<file path="src/rtl/soc_if.sv">
// Board-side pins of the decoder SoC: UART lines and the status LEDs.
// The SoC uses the slave view; the board or testbench uses the master view.
interface soc_if;
  logic       TXD;
  logic       RXD;
  logic [4:0] LEDS;

  modport slave (
    output TXD,
    output LEDS,
    input  RXD
  );

  modport master (
    input  TXD,
    input  LEDS,
    output RXD
  );
endinterface

</file>
<file path="src/rtl/soc.sv">
// RV32I bring-up SoC: walks a 32-word ROM, classifies each opcode, shows the
// class on five LEDs and sends one ASCII character per instruction over UART.
module soc #(
  parameter int          CLKS_PER_BIT = 16,
  parameter logic [1023:0] ROM_INIT   = {{27{32'h00100073}},
                                         32'h0030A023, 32'h0000A183,
                                         32'h00108113, 32'h000000B3,
                                         32'h00000033}
) (
  input  logic CLK,
  input  logic RESET,
  soc_if.slave pins
);

  localparam int CW = (CLKS_PER_BIT > 1) ? $clog2(CLKS_PER_BIT) : 1;
  localparam logic [CW-1:0] CNT_MAX = CW'(CLKS_PER_BIT - 1);

  localparam logic [6:0] OP_ALUREG = 7'b0110011;
  localparam logic [6:0] OP_ALUIMM = 7'b0010011;
  localparam logic [6:0] OP_BRANCH = 7'b1100011;
  localparam logic [6:0] OP_JAL    = 7'b1101111;
  localparam logic [6:0] OP_JALR   = 7'b1100111;
  localparam logic [6:0] OP_LUI    = 7'b0110111;
  localparam logic [6:0] OP_AUIPC  = 7'b0010111;
  localparam logic [6:0] OP_LOAD   = 7'b0000011;
  localparam logic [6:0] OP_STORE  = 7'b0100011;
  localparam logic [6:0] OP_SYSTEM = 7'b1110011;

  typedef enum logic [2:0] {
    S_FETCH,
    S_SEND,
    S_WAIT,
    S_NEXT,
    S_HALT
  } state_t;

  function automatic logic [7:0] class_char(input logic [6:0] op);
    case (op)
      OP_ALUREG: return "R";
      OP_ALUIMM: return "I";
      OP_BRANCH: return "B";
      OP_JAL:    return "J";
      OP_JALR:   return "j";
      OP_LUI:    return "U";
      OP_AUIPC:  return "A";
      OP_LOAD:   return "L";
      OP_STORE:  return "S";
      OP_SYSTEM: return "Y";
      default:   return "?";
    endcase
  endfunction

  function automatic logic [4:0] class_leds(input logic [6:0] op, input logic pc_lsb);
    if (op == OP_SYSTEM) begin
      return 5'b11111;
    end
    return {pc_lsb, op == OP_ALUREG, op == OP_ALUIMM, op == OP_STORE, op == OP_LOAD};
  endfunction

  logic [31:0] rom [32];

  generate
    for (genvar gi = 0; gi < 32; gi++) begin : g_rom
      assign rom[gi] = ROM_INIT[32*gi +: 32];
    end
  endgenerate

  state_t        state_q, state_d;
  logic [4:0]    pc_q, pc_d;
  logic [31:0]   instr_q, instr_d;
  logic [4:0]    leds_q, leds_d;

  logic          busy_q, busy_d;
  logic          tx_q, tx_d;
  logic [9:0]    frame_q, frame_d;
  logic [3:0]    bit_q, bit_d;
  logic [CW-1:0] cnt_q, cnt_d;

  logic          tx_start;
  logic          tx_done;
  logic          is_system;

  // Only the opcode field is decoded at this stage; RXD is not yet wired up.
  logic [24:0]   instr_hi_unused;
  logic          rxd_unused;
  assign instr_hi_unused = instr_q[31:7];
  assign rxd_unused      = pins.RXD;

  assign is_system = (instr_q[6:0] == OP_SYSTEM);
  assign tx_start  = (state_q == S_SEND) && !busy_q;
  // Done is visible during the last stop-bit cycle so WAIT leaves on the edge the frame ends.
  assign tx_done   = busy_q && (cnt_q == CNT_MAX) && (bit_q == 4'd9);

  always_comb begin
    state_d = state_q;
    pc_d    = pc_q;
    instr_d = instr_q;
    leds_d  = leds_q;
    case (state_q)
      S_FETCH: begin
        instr_d = rom[pc_q];
        leds_d  = class_leds(rom[pc_q][6:0], pc_q[0]);
        state_d = S_SEND;
      end
      S_SEND: begin
        state_d = S_WAIT;
      end
      S_WAIT: begin
        if (tx_done) begin
          state_d = is_system ? S_HALT : S_NEXT;
        end
      end
      S_NEXT: begin
        pc_d    = pc_q + 5'd1;
        state_d = S_FETCH;
      end
      default: begin
        state_d = state_q;
      end
    endcase
  end

  always_comb begin
    busy_d  = busy_q;
    tx_d    = tx_q;
    frame_d = frame_q;
    bit_d   = bit_q;
    cnt_d   = cnt_q;
    if (tx_start) begin
      frame_d = {1'b1, class_char(instr_q[6:0]), 1'b0};
      tx_d    = 1'b0;
      busy_d  = 1'b1;
      bit_d   = 4'd0;
      cnt_d   = '0;
    end else if (busy_q) begin
      if (cnt_q == CNT_MAX) begin
        cnt_d = '0;
        if (bit_q == 4'd9) begin
          busy_d = 1'b0;
          tx_d   = 1'b1;
        end else begin
          // frame_q[0] always mirrors the bit currently on the line.
          frame_d = {1'b1, frame_q[9:1]};
          tx_d    = frame_q[1];
          bit_d   = bit_q + 4'd1;
        end
      end else begin
        cnt_d = cnt_q + 1'b1;
      end
    end
  end

  always_ff @(posedge CLK or posedge RESET) begin
    if (RESET) begin
      state_q <= S_FETCH;
      pc_q    <= 5'd0;
      instr_q <= 32'd0;
      leds_q  <= 5'd0;
      busy_q  <= 1'b0;
      tx_q    <= 1'b1;
      frame_q <= '1;
      bit_q   <= 4'd0;
      cnt_q   <= '0;
    end else begin
      state_q <= state_d;
      pc_q    <= pc_d;
      instr_q <= instr_d;
      leds_q  <= leds_d;
      busy_q  <= busy_d;
      tx_q    <= tx_d;
      frame_q <= frame_d;
      bit_q   <= bit_d;
      cnt_q   <= cnt_d;
    end
  end

  assign pins.TXD  = tx_q;
  assign pins.LEDS = leds_q;

endmodule

</file>
<file path="src/flat_wrapper.sv">
// flat-port wrapper written by rule: the top's interface ports become plain ports
module soc_flat 
#(
  parameter int          CLKS_PER_BIT = 16,
  parameter logic [1023:0] ROM_INIT   = {{27{32'h00100073}},
                                         32'h0030A023, 32'h0000A183,
                                         32'h00108113, 32'h000000B3,
                                         32'h00000033}
)
  (CLK, RESET, pins_TXD, pins_LEDS, pins_RXD);
  soc_if pins_i ();
  input  logic CLK;
  input  logic RESET;
  output wire logic [$bits(pins_i.TXD)-1:0] pins_TXD;
  output wire logic [$bits(pins_i.LEDS)-1:0] pins_LEDS;
  input wire logic [$bits(pins_i.RXD)-1:0] pins_RXD;
  assign pins_TXD = pins_i.TXD;
  assign pins_LEDS = pins_i.LEDS;
  assign pins_i.RXD = pins_RXD;
  soc #(.CLKS_PER_BIT(CLKS_PER_BIT), .ROM_INIT(ROM_INIT)) u_core (.CLK(CLK), .RESET(RESET), .pins(pins_i));
endmodule
</file>
<file path="config.mk">
export PLATFORM = sky130hd
export DESIGN_NAME = soc_flat
export DESIGN_NICKNAME = d
export VERILOG_FILES = /design/src/rtl/soc_if.sv /design/src/rtl/soc.sv /design/src/flat_wrapper.sv
export SDC_FILE = /design/constraint.sdc
export NUM_CORES = 1
export LEC_CHECK = 0
export BUFFER_PORTS_ARGS = -buffer_cell sky130_fd_sc_hd__buf_2
export CORE_ASPECT_RATIO = 0.8
export CORE_MARGIN = 2
export CORE_UTILIZATION = 55
export DETAILED_ROUTE_END_ITERATION = 8
export MAX_ROUTING_LAYER = met4
export PLACE_DENSITY = 0.73
export SLEW_MARGIN = 5
export SYNTH_ARGS = -nofsm -noshare
export SYNTH_HDL_FRONTEND = slang
export SYNTH_SLANG_ARGS = --single-unit
</file>
<file path="constraint.sdc">
create_clock -name CLK -period 1.93 [get_ports CLK]
set_input_delay 0.193 -clock CLK [delete_from_list [all_inputs] [get_ports CLK]]
set_output_delay 0.193 -clock CLK [all_outputs]
set_load 0.05 [all_outputs]
</file>
======== After elaboration in Yosys (flattened, before gate mapping) ========
Memories as Yosys holds them, arrays and structs flattened.
Cells that the tools add are included.
cells by class
  equality and inequality tests ........... 22
  $add $sub $neg .......................... 3
  magnitude comparators ................... 1
  bitwise operators ....................... 1
  muxes and demuxes ....................... 29
  reduce and logical (&&, ||, !) cells .... 11
operators by type and width
  operator             number
  $pmux 7 s10          1
  $mux 10              4
  $eq 7x6->1 const B   5
  $eq 7x7->1 const B   5
  $mux 4               7
  $eq 7x5->1 const B   3
  $eq 7x2->1 const B   2
  $mux 7               2
  $pmux 3 s4           1
  $mux 1               10
  $mux 5               2
  $add 4x1->4 const B  2
  $eq 4x4->1 const B   2
  $eq 3x2->1 const B   2
  $ge 6x6->1 const B   1
  $mux 3               2
  $not 5->6            1
  $add 5x1->5 const B  1
  $ne 2x1->1 const B   2
  $reduce_and 2->1     2
  $reduce_bool 2->1    2
  $reduce_bool 4->1    1
  $eq 3x1->1 const B   1
  $logic_and 1x1->1    3
  other kinds (3)      3
word-level totals
  output and inout port bits .............. 6
  bits in read-only memories .............. 1,024
  input port bits ......................... 3
  memories kept ........................... 1
  flip-flop bits (word level) ............. 40
memories
  name              depth  bits a word  read ports  clocked after Yosys merged registers in  write ports  RTL line    RTL
  (name not given)  32     32           1           0                                        0            soc.sv:102  leds_d = class_leds(rom[pc_q][6:0], pc_q[0]);

======== Logic depth before layout (Yosys ltp) ========
Gate-level depths: netlist of run 1.
  depth after elaboration ................. 8
  gate-level depth with buffers ........... 6
  mapped depth without buffers ............ 5

======== Worst setup path after synthesis of run 1 ========
Ideal clock, no wire load.
  path kind ............................... register -> register
  start point ............................. reg u_core.state_q[2]
  end point ............................... reg u_core.bit_q[0]
  data arrival time ....................... 1.327 ns
  buffers on the path ..................... 2
  stages on the path, launching flop included .. 6
  setup time .............................. 0.130 ns
  period minus slack after synthesis ...... 1.457 ns
  slack ................................... 0.473 ns
  cells stage by stage .................... dfrtp_1 > buf_6 > or4b_4 > buf_6 > o211ai_1 > o21ai_0
on the way
  word-level cells in the longest chain between the ends .. 4
  elaborated cells on any way between the ends .. 7
  those cells by class .................... eq/ne (2); mux (1); reduce/logical (4)
ends and longest elaborated chain
  what                                                                     RTL line    RTL
  start, declared                                                          soc.sv:68   state_t state_q, state_d;
  start signal, assigned                                                   soc.sv:165  state_q <= state_d;
  $eq 3x1->1 *                                                             soc.sv:90   assign tx_start = (state_q == S_SEND) && !busy_q;
  $logic_and 1x1->1 *                                                      soc.sv:90
  $ne 2x1->1 (no source line) / $reduce_bool 2->1 (equally long branches)  -
  $reduce_and 3->1 (no source line)                                        -
  end signal, assigned                                                     soc.sv:172  bit_q <= bit_d;
  end, declared                                                            soc.sv:76   logic [3:0] bit_q, bit_d;
Mark *: on every way between the ends. The rest lies on a longest branch, timed or not.
A chain may end at the register's enable or synchronous reset.

======== Worst setup path after layout of run 1 ========
  start point ............................. reg u_core.state_q[2]
  end point ............................... reg u_core.frame_q[3]
on the way
  word-level cells in the longest chain between the ends .. 4
  elaborated cells on any way between the ends .. 7
  those cells by class .................... eq/ne (2); mux (1); reduce/logical (4)
ends and longest elaborated chain
  what                                                                     RTL line    RTL
  $eq 3x1->1 *                                                             soc.sv:90
  $logic_and 1x1->1 *                                                      soc.sv:90
  $ne 2x1->1 (no source line) / $reduce_bool 2->1 (equally long branches)  -
  $reduce_and 3->1 (no source line)                                        -
  end signal, assigned                                                     soc.sv:171  frame_q <= frame_d;
  end, declared                                                            soc.sv:75   logic [9:0] frame_q, frame_d;
Marked as above.

==> summary.txt, run 1 <==
Layout
  – Final net count: 190
  – Layout overhead on the synthesized area: 8.53%
  – Layout cell share with drive strength beyond 1: 0.192
  – Antenna diodes: 0
  – Total of fill cells in the finished design: 243
  – Finished Cell Area: a little under 2000 µm²

Clock network
  – Clock-pin slew on the worst setup and hold paths: 0.07 ns
  – Total CTS buffers: 5
  – Clock sink count: 35
  – Number of post-CTS setup repair buffers: 0
  – # resized after CTS: 0
  – Later-pin clock latency in the skew report: 0.29 ns
  – Number of buffers on the longest clock path: 2
  – Number of levels in the clock H-tree: 2
  – CTS tree: built
  – Cell at the root of the clock tree: clkbuf_8
  – Number of buffers added to fix hold violations after cts: 0

Synth
  – Share of synthesized area occupied by flip-flops and latches: 0.496
  – Number of synthesized register bits: 35
  – Dominant register cell in the synthesized netlist: dfrtp_1
  – Top cell type's share of synthesized area: 0.364
  – Largest cells by area after synthesis: dfrtp_1, dfstp_2, ha_1
  – Unique cell type count in the Yosys netlist: 46
  – Total standard cell area after synthesis: 1790 µm²
  – Mapped Cells: approximately 170
  – Warning count from the yosys run: 0
  – Number of flops mapped to enable cells by yosys: 0
  – Post-synthesis average cell area: 10.3 µm²
  – Cell taking the most area after synthesis: dfrtp_1
  – Async SR Flop Fraction: 1.00
  – Net count after synthesis: 183

Detailed routing
  – DRC: 0
  – Via count: between 1000 and 1500
  – Post-route antenna net violation count: 0
  – First drt pass iteration count: 4
  – DRC violation total after the first TritonRoute iteration: 79
  – Drt via density: 6.01
  – Drt wl/cell: 15.3 µm
  – Aggregate routed wire length: between 3 and 4 mm

Critical path
  – Register-to-Register Setup Slack: 0.31 ns
  – Crit path to: u_core.frame_q[3]
  – Crit Path Class: reg -> reg
  – Ordered list of cells on the worst path: or4b_4, a211oi_1, a211oi_1
  – Nature of the critical path endpoint: flip-flop
  – Maximum single-stage delay on the critical path: 0.68 ns
  – Kind of start point of the critical path: flip-flop
  – Depth of the critical timing path with buffers and inverters included: 3
  – Depth of the worst register-to-register path: 3
  – Largest fanout of any net on the critical path: 14
  – Cell family with the largest share of critical-path delay: simple AND/OR/NAND/NOR gates
  – Critical path launch point: u_core.state_q[2]
  – Endpoint of the worst-slack reg-to-reg timing path: u_core.frame_q[3]
  – Origin of the critical flop-to-flop path: u_core.state_q[2]
  – Critical-path cell with the highest stage delay: or4b_4
  – CP Data Required Time: 2.13 ns
  – Arrival time worst endpoint: 1.82 ns
  – Buffers and inverters on the worst path: 0
  – Most common cell on crit path: a211oi_1

STA
  – Slew at the pin closest to its max-slew limit: 0.569 ns
  – Total of endpoints with negative setup slack in the final report: 0
  – Post-route clock skew: 0.00461 ns
  – Final worst setup slack: 0.312 ns
  – RSZ-0062 raised after global routing: false
  – Final worst-path cycle share: 0.838
  – Sum of negative setup slack: 0 ns
  – Min Tclk post-route: approximately 1.6 ns
  – Max-slew violation total from the final report: 0
  – Hold WS: -0.0127 ns
  – Hold Fails Final Rpt: 17
  – Worst max-slew margin expressed relative to the limit: 0.619
  – Fmax: between 0.6 and 0.7 GHz

Floorplan
  – Total Die Area: 3730 µm²
  – Height of the chip: 55.0 µm
  – Initial cell density of the core: 0.580
  – Standard-cell rows: 18
  – Die width: 67.8 µm
  – Number of primary I/O pins: 9
  – Area inside the core boundary: 3090 µm²

Place
  – Detailed placement HPWL: 2.33 mm
  – Post-detailed-placement cell area: ~1800 µm²
  – Post-Place Worst Slack: 0.319 ns
  – Buffers added on ports: 7
  – RD Place Congestion: 0.864

Outcome
  – Failing checks: hold timing
  – Result of the run: finished with violations

Global routing
  – Remaining global-route overflow: 0
  – Number of antenna violations at the first check in global routing: 0
  – First-pass GRT wire length: 5.87 mm
  – Number of global-route vias before repair: between 1000 and 1500
  – Combined global-route utilization of all metal layers: 0.230
  – Maximum number of pins on one net before global-route repair: 36

Min path
  – Type of the tightest min-delay check: in -> async

Pwr
  – Static power due to leakage: 0.860 nW
  – Total Power Consumption: 0.00132 W
  – Power per unit of standard cell area: 682 nW/µm²
  – Maximum ir drop on the vdd rail: 0.471 mV

Run
  – Number of violations of the max-capacitance limit: 0
placed cells by master, fill, tap and decap left out, drive strengths merged, types with 3 or more instances in the layout:
| cell | Yosys | final |
|---|---|---|
| dfrtp | 26 | 26 |
| nor2 | 14 | 14 |
| buf | 5 | 11 |
| a21oi | 10 | 10 |
| inv | 9 | 9 |
| dfstp | 9 | 9 |
| nand2 | 8 | 8 |
| nand3 | 8 | 8 |
| o21ai | 8 | 8 |
| clkbuf | 6 | 8 |
| a211oi | 7 | 7 |
| ha | 6 | 6 |
| a31oi | 5 | 5 |
| nand4 | 5 | 5 |
| nand2b | 4 | 4 |
| xnor2 | 4 | 4 |
| nor3 | 4 | 4 |
| or2 | 3 | 3 |
| or3 | 3 | 3 |
| xor2 | 3 | 3 |
worst min path at each step:
stage               slack [ns]  cells past startpoint              end
floorplan                 0.34                      1  u_core.bit_q[0]
CTS                      0.007                      3   u_core.pc_q[4]
global route              0.03                      3  u_core.cnt_q[0]
detailed placement        0.31                      3   u_core.pc_q[4]
global placement          0.31                      3   u_core.pc_q[2]
finish                   -0.01                      3  u_core.cnt_q[0]
cells by family (layout without fill, tap and decap cells):
logic type | Yosys count | in the layout | share of synthesized area
xor gates and xnor gates | 7 | 7 | 0.0343
adders and majority gates | 6 | 6 | 0.0420
muxes | 2 | 2 | 0.0112
buffers and inverters | 20 | 28 | 0.0538
and+or+nand+nor | 60 | 60 | 0.195
AOI/OAI and AO/OA | 44 | 44 | 0.168
DFF | 35 | 35 | 0.496
tightest hold or removal path, cell delays in order:
cell   delay (ns)
buf_2        0.10
inv_1        0.04
buf_4        0.37
state kept, by name (all words and copies together), names as in the netlist:
register and flops:
u_core.cnt_q 4, u_core.state_q 3, u_core.pins.TXD 1, u_core.pins.LEDS 5, u_core.frame_q 8, u_core.bit_q 4
u_core.instr_q 4, u_core.pc_q 5, u_core.busy_q 1
area by class of cell:
type,instances,area [µm²],area share
sequential,35,887,0.457
tap,40,50.0,0.0258
clock buffer,8,100,0.0515
timing repair buffer,11,65.1,0.0335
multi-input combinational,119,806,0.415
inverter,9,33.8,0.0174
routing by layer:
metal,track usage,up-vias,routed length (µm)
met5,-,-,0
li1,-,639,-
met1,0.324,667,1670
met4,0.113,0,54
met2,0.317,24,1570
met3,0.0486,5,99
report_power, final:
group / switching [W] / internal [W]
sequential: 0 / 0.000735
combinational: 0.0000136 / 0.00000221
clock: 0.000248 / 0.000325
per-stage QoR:
stage                     utilization  hold slack, ns  std cells
after floorplan                     -           0.341        174
after global placement          0.597           0.307        214
after detailed placement        0.597           0.315        214
after CTS                       0.629         0.00669        222
after global routing            0.629          0.0262        222
final                           0.629         -0.0127        222
cell usage after synthesis, types with 2 or more instances:
| master | n |
|---|---|
| mux2i_1 | 2 |
| o31ai_1 | 2 |
| and3b_1 | 2 |
| a211oi_2 | 2 |
| nor2_1 | 14 |
| a31oi_1 | 5 |
| o211ai_1 | 2 |
| xnor2_1 | 4 |
| dfstp_2 | 9 |
| xor2_1 | 3 |
| nand2_1 | 8 |
| o21ai_0 | 8 |
| or3_1 | 3 |
| clkbuf_1 | 6 |
| ha_1 | 6 |
| nand4_1 | 5 |
| dfrtp_1 | 26 |
| a21oi_1 | 10 |
| a211oi_1 | 5 |
| or2_2 | 3 |
| buf_6 | 2 |
| buf_2 | 2 |
| nand3_1 | 8 |
| nand2b_1 | 4 |
| nor3_1 | 3 |
| inv_1 | 9 |
| nand3b_1 | 2 |
Note: power is estimated with default switching activity, not from simulation.
==> run 2, diff against run 1 <==
clock period = 1.6 ns   (was 1.93 ns; I/O delays follow)
==> summary.txt, run 2 (synthesis gave the netlist of run 1 again) <==
STA
  – Slew at the pin closest to its max-slew limit: 0.578 ns
  – Min Tclk post-route: about 1.6 ns
  – Sum of negative setup slack: 0 ns
  – Max-slew violation total from the final report: 0
  – Final worst setup slack: 0.0425 ns
  – Fmax: 0.642 GHz
  – RSZ-0062 raised after global routing: false
  – Hold Fails Final Rpt: 0
  – Post-route clock skew: 0.00621 ns
  – Total of endpoints with negative setup slack in the final report: 0
  – Final worst-path cycle share: 0.973
  – Worst max-slew margin expressed relative to the limit: 0.609

Place
  – Post-Place Worst Slack: roughly 0.038 ns
  – Buffers added on ports: 7
  – RD Place Congestion: 0.809
  – Detailed placement HPWL: 2.69 mm

Layout
  – Layout cell share with drive strength beyond 1: 0.263
  – Leading cell types in the layout, fill and taps excluded: dfrtp_1, buf_4, nor2_1, a21oi_1
  – Combined area of the multi-input logic cells: 812 µm²
  – Seq. cell area: 887 µm²
  – Register ranked first by flip-flop count: u_core.frame_q
  – Final net count: 206
  – Max reg flops: 8
  – Layout overhead on the synthesized area: 15.7%
  – Antenna diodes: 0
  – Most common library cell in the layout ignoring fill and taps: dfrtp_1
  – Total of fill cells in the finished design: approximately 240

Pwr
  – Maximum ir drop on the vdd rail: slightly below 0.6 mV
  – Power per unit of standard cell area: just under 800 nW/µm²
  – Static power due to leakage: 0.938 nW

Critical path
  – Arrival time worst endpoint: around 1.8 ns
  – Maximum single-stage delay on the critical path: just under 0.7 ns
  – Cell family with the largest share of critical-path delay: simple AND/OR/NAND/NOR gates
  – Register-to-Register Setup Slack: roughly 0.042 ns
  – Kind of start point of the critical path: flip-flop
  – Critical-path cell with the highest stage delay: or4b_4
  – Ordered list of cells on the worst path: or4b_4, a21oi_1, a311o_1
  – Buffers and inverters on the worst path: 0
  – Largest fanout of any net on the critical path: 14
  – CP Data Required Time: 1.84 ns
  – Nature of the critical path endpoint: flip-flop
  – Crit Path Class: reg -> reg

Global routing
  – Number of global-route vias before repair: 1273
  – Maximum number of pins on one net before global-route repair: 22
  – Number of antenna violations at the first check in global routing: 0
  – First-pass GRT wire length: 6.22 mm
  – Combined global-route utilization of all metal layers: 0.246
  – Remaining global-route overflow: 0

Detailed routing
  – DRC violation total after the first TritonRoute iteration: 78
  – Post-route antenna net violation count: 0
  – Drt wl/cell: about 16 µm
  – Drt via density: around 5.8
  – Aggregate routed wire length: 3.72 mm
  – Via count: 1376
  – First drt pass iteration count: 4
  – DRC: 0

Floorplan
  – Total Die Area: 3730 µm²
  – Number of primary I/O pins: 9
  – Initial cell density of the core: 0.580
  – Height of the chip: 55.0 µm
  – Area inside the core boundary: 3090 µm²
  – Die width: 67.8 µm
  – Standard-cell rows: 18

Outcome
  – Result of the run: completed

Clock network
  – Number of levels in the clock H-tree: 2
  – Clock sink count: 35
  – Number of buffers on the longest clock path: 2
  – Cell at the root of the clock tree: clkbuf_8
  – CTS tree: built
  – Clock-pin slew on the worst setup and hold paths: roughly 0.070 ns
  – Total CTS buffers: 5
  – Later-pin clock latency in the skew report: 0.29 ns

Run
  – Number of violations of the max-capacitance limit: 0

Min path
  – Type of the tightest min-delay check: in -> async
[run 2: worst register-to-register path, cell delays in order, from the launching register on]
cell and delay (ns):
dfrtp_1 0.42, or4b_4 0.68, a21oi_1 0.25, a311o_1 0.15
[run 2: path summary, 6_finish.rpt]
path / start / to / cells after the start
max: u_core.state_q[1] / u_core.frame_q[6] / 3
min: RESET / u_core.pc_q[4] / 4
max reg2reg: u_core.state_q[1] / u_core.frame_q[6] / 3
min reg2reg: u_core.pins.TXD / u_core.pins.TXD / 2
max in group asynchronous: RESET / u_core.frame_q[8] / 4
min in group CLK: u_core.pins.TXD / u_core.pins.TXD / 2
[run 2: final cells by class]
cell class / instances / area share
clock buffer: 8 / 0.0483
sequential: 35 / 0.428
inverter: 9 / 0.0163
tap: 40 / 0.0242
multi-input combinational: 119 / 0.392
timing repair buffer: 27 / 0.0906
[run 2: stage by stage]
stage | std cells | total power [W] | utilization | cell area (µm²) | hold WS, ns
final | 238 | 0.00162 | 0.671 | 2070 | 0.420
after global routing | 238 | 0.00167 | 0.671 | 2070 | 0.475
after CTS | 237 | 0.00162 | 0.667 | 2060 | 0.431
after detailed placement | 228 | 0.000925 | 0.631 | 1950 | 0.186
after global placement | 228 | 0.000924 | 0.631 | 1950 | 0.181
after floorplan | 174 | 0.000914 | - | 1790 | 0.308
[run 2: repair_timing]
| action | in CTS | in global routing |
|---|---|---|
| setup buffers | 0 | 1 |
| setup endpoints to repair | 0 | 9 |
| hold endpoints to repair | 26 | 0 |
| gates resized for setup | 0 | 2 |
| hold buffers | 1 | 0 |
[run 2: layer usage]
metal	vias up	track usage	routed length [µm]
li1	672	-	-
met1	677	0.329	1840
met2	21	0.350	1680
met3	6	0.0870	157
met4	0	0.0833	50
met5	-	-	0
[run 2: report_power, final]
part / switching [W] / total (W) / internal, W
Combinational: 0.0000179 / 0.0000238 / 0.00000590
Clock: 0.000318 / 0.000711 / 0.000393
Sequential: 0 / 0.000886 / 0.000886
Total: 0.000336 / 0.00162 / 0.00128
==> run 3, diff against run 2 <==
GPL_TIMING_DRIVEN = 0   (was not set)
==> summary.txt, run 3 (synthesis gave the netlist of run 1 again) <==
Outcome
  – Result of the run: finished with violations
  – Failing checks: hold timing

Critical path
  – Largest fanout of any net on the critical path: 6
  – Crit Path Class: reg -> reg
  – Arrival time worst endpoint: around 1.8 ns
  – Origin of the critical flop-to-flop path: u_core.state_q[1]
  – CP Data Required Time: about 1.8 ns
  – Ordered list of cells on the worst path: or4b_4, buf_8, a211oi_2, a211oi_1
  – Critical-path cell with the highest stage delay: or4b_4
  – Nature of the critical path endpoint: flip-flop
  – Endpoint of the worst-slack reg-to-reg timing path: u_core.frame_q[2]
  – Kind of start point of the critical path: flip-flop
  – Depth of the worst register-to-register path: 4
  – Maximum single-stage delay on the critical path: 0.63 ns
  – Register-to-Register Setup Slack: 0.003 ns
  – Cell family with the largest share of critical-path delay: simple AND/OR/NAND/NOR gates
  – Buffers and inverters on the worst path: 1

Clock network
  – Clock-pin slew on the worst setup and hold paths: about 0.070 ns
  – Number of buffers added to fix hold violations after cts: 0
  – Number of levels in the clock H-tree: 2
  – Number of buffers on the longest clock path: 2
  – Total CTS buffers: 5
  – Later-pin clock latency in the skew report: 0.29 ns
  – Clock sink count: 35
  – Cell at the root of the clock tree: clkbuf_8
  – CTS tree: built

STA
  – Total of endpoints with negative setup slack in the final report: 0
  – Hold WS: -0.0116 ns
  – Max-slew violation total from the final report: 0
  – Sum of negative setup slack: 0 ns
  – Final worst-path cycle share: 0.998
  – Hold Fails Final Rpt: 16
  – Min Tclk post-route: approximately 1.6 ns
  – Post-route clock skew: 0.00773 ns
  – Fmax: 0.626 GHz
  – Slew at the pin closest to its max-slew limit: 0.708 ns
  – Worst max-slew margin expressed relative to the limit: 0.527
  – Final worst setup slack: 0.00285 ns
  – RSZ-0062 raised after global routing: true

Global routing
  – First-pass GRT wire length: around 6.1 mm
  – Remaining global-route overflow: 0
  – Number of antenna violations at the first check in global routing: 0
  – Number of global-route vias before repair: 1285
  – Combined global-route utilization of all metal layers: 0.236
  – Maximum number of pins on one net before global-route repair: 36

Layout
  – Layout overhead on the synthesized area: 18.8%
  – Most common library cell in the layout ignoring fill and taps: dfrtp_1
  – Number of standard cells in the final layout excluding fillers: 241
  – Layout cell share with drive strength beyond 1: 0.269
  – Seq. cell area: ~900 µm²
  – Final net count: around 210
  – Leading cell types in the layout, fill and taps excluded: dfrtp_1, nor2_1, buf_4, a21oi_1, dfstp_2
  – Max reg flops: 8
  – Combined area of the multi-input logic cells: around 850 µm²
  – Antenna diodes: 0
  – Register ranked first by flip-flop count: u_core.frame_q
  – Total of fill cells in the finished design: 239

Min path
  – Type of the tightest min-delay check: in -> async

Pwr
  – Net switching power of the design: 0.000308 W
  – Share of power burned in the clock network: 0.399
  – Static power due to leakage: 0.941 nW
  – Sequential fraction of design power: 0.589
  – Power per unit of standard cell area: 707 nW/µm²
  – Proportion of power drawn by combinational gates: 0.012
  – Maximum ir drop on the vdd rail: 0.512 mV
  – Switching power as a share of total power: 0.205
  – Internal Power: between 0.001 and 0.0015 W

Detailed routing
  – Post-route antenna net violation count: 0
  – DRC violation total after the first TritonRoute iteration: 79
  – Drt wl/cell: 16.4 µm
  – Via count: 1414
  – DRC: 0
  – First drt pass iteration count: 4
  – Aggregate routed wire length: around 4 mm
  – Drt via density: 5.87

Place
  – Post-Place Worst Slack: -0.0506 ns
  – Buffers added on ports: 7
  – Placed instance count: roughly 220
  – RD Place Congestion: about 0.84
  – Detailed placement HPWL: 2.48 mm

Floorplan
  – Area inside the core boundary: 3090 µm²
  – Number of primary I/O pins: 9
  – Total Die Area: 3730 µm²
  – Initial cell density of the core: 0.580
  – Standard-cell rows: 18
  – Die width: 67.8 µm
  – Height of the chip: 55.0 µm

Run
  – Number of violations of the max-capacitance limit: 0
run 3: worst register-to-register path, stage by stage, from the launching register on:
cell and delay (ns):
dfrtp_2 0.47, or4b_4 0.63, buf_8 0.17, a211oi_2 0.15
a211oi_1 0.08
run 3: power groups by stage:
stage | clock, W | combinational, W | sequential [W]
6_report | 0.000600 | 0.0000177 | 0.000886
5_1_grt | 0.000651 | 0.0000218 | 0.000885
4_1_cts | 0.000619 | 0.0000190 | 0.000886
3_5_place_dp | 0 | 0.0000189 | 0.000902
3_3_place_gp | 0 | 0.0000180 | 0.000902
2_1_floorplan | 0 | 0.0000128 | 0.000902
run 3: worst max path at each step:
stage | from | end | slack (ns) | cells past startpoint
finish | u_core.state_q[1] | u_core.frame_q[2] | 0.003 | 4
global route | u_core.cnt_q[1] | u_core.frame_q[4] | -0.03 | 5
CTS | u_core.cnt_q[0] | u_core.frame_q[6] | 0.01 | 5
detailed placement | u_core.cnt_q[0] | u_core.frame_q[1] | -0.05 | 5
global placement | u_core.cnt_q[0] | u_core.frame_q[1] | -0.03 | 5
floorplan | u_core.state_q[2] | u_core.bit_q[0] | 0.14 | 5
run 3: repair_timing:
item	in CTS	in global routing
hold endpoints to repair	0	0
setup endpoints to repair	10	18
pin swaps	1	2
gates cloned	0	1
resized for setup	2	17
buffers inserted	2	9
run 3: area by class of cell:
class / instances / area share
timing repair buffer: 19 / 0.0671
clock buffer: 8 / 0.0377
sequential: 35 / 0.418
inverter: 9 / 0.0159
multi-input combinational: 119 / 0.401
buffer: 11 / 0.0371
tap: 40 / 0.0235
run 3: routing by layer:
metal / share of wire / up-vias / wire length (µm) / track usage
met2: 0.49 / 30 / 1930 / 0.351
met1: 0.46 / 700 / 1820 / 0.321
met5: 0 / - / 0 / -
met3: 0.040 / 5 / 157 / 0.0547
met4: 0.0091 / 0 / 36 / 0.0800
li1: - / 679 / - / -
run 3: through the flow:
step / utilization / hold slack, ns / area (µm²) / total power, W
after floorplan: - / 0.308 / 1790 / 0.000914
after global placement: 0.607 / 0.458 / 1870 / 0.000920
after detailed placement: 0.607 / 0.467 / 1870 / 0.000921
after CTS: 0.639 / 0.279 / 1970 / 0.00152
after global routing: 0.689 / 0.0605 / 2130 / 0.00156
final: 0.689 / -0.0116 / 2130 / 0.00150
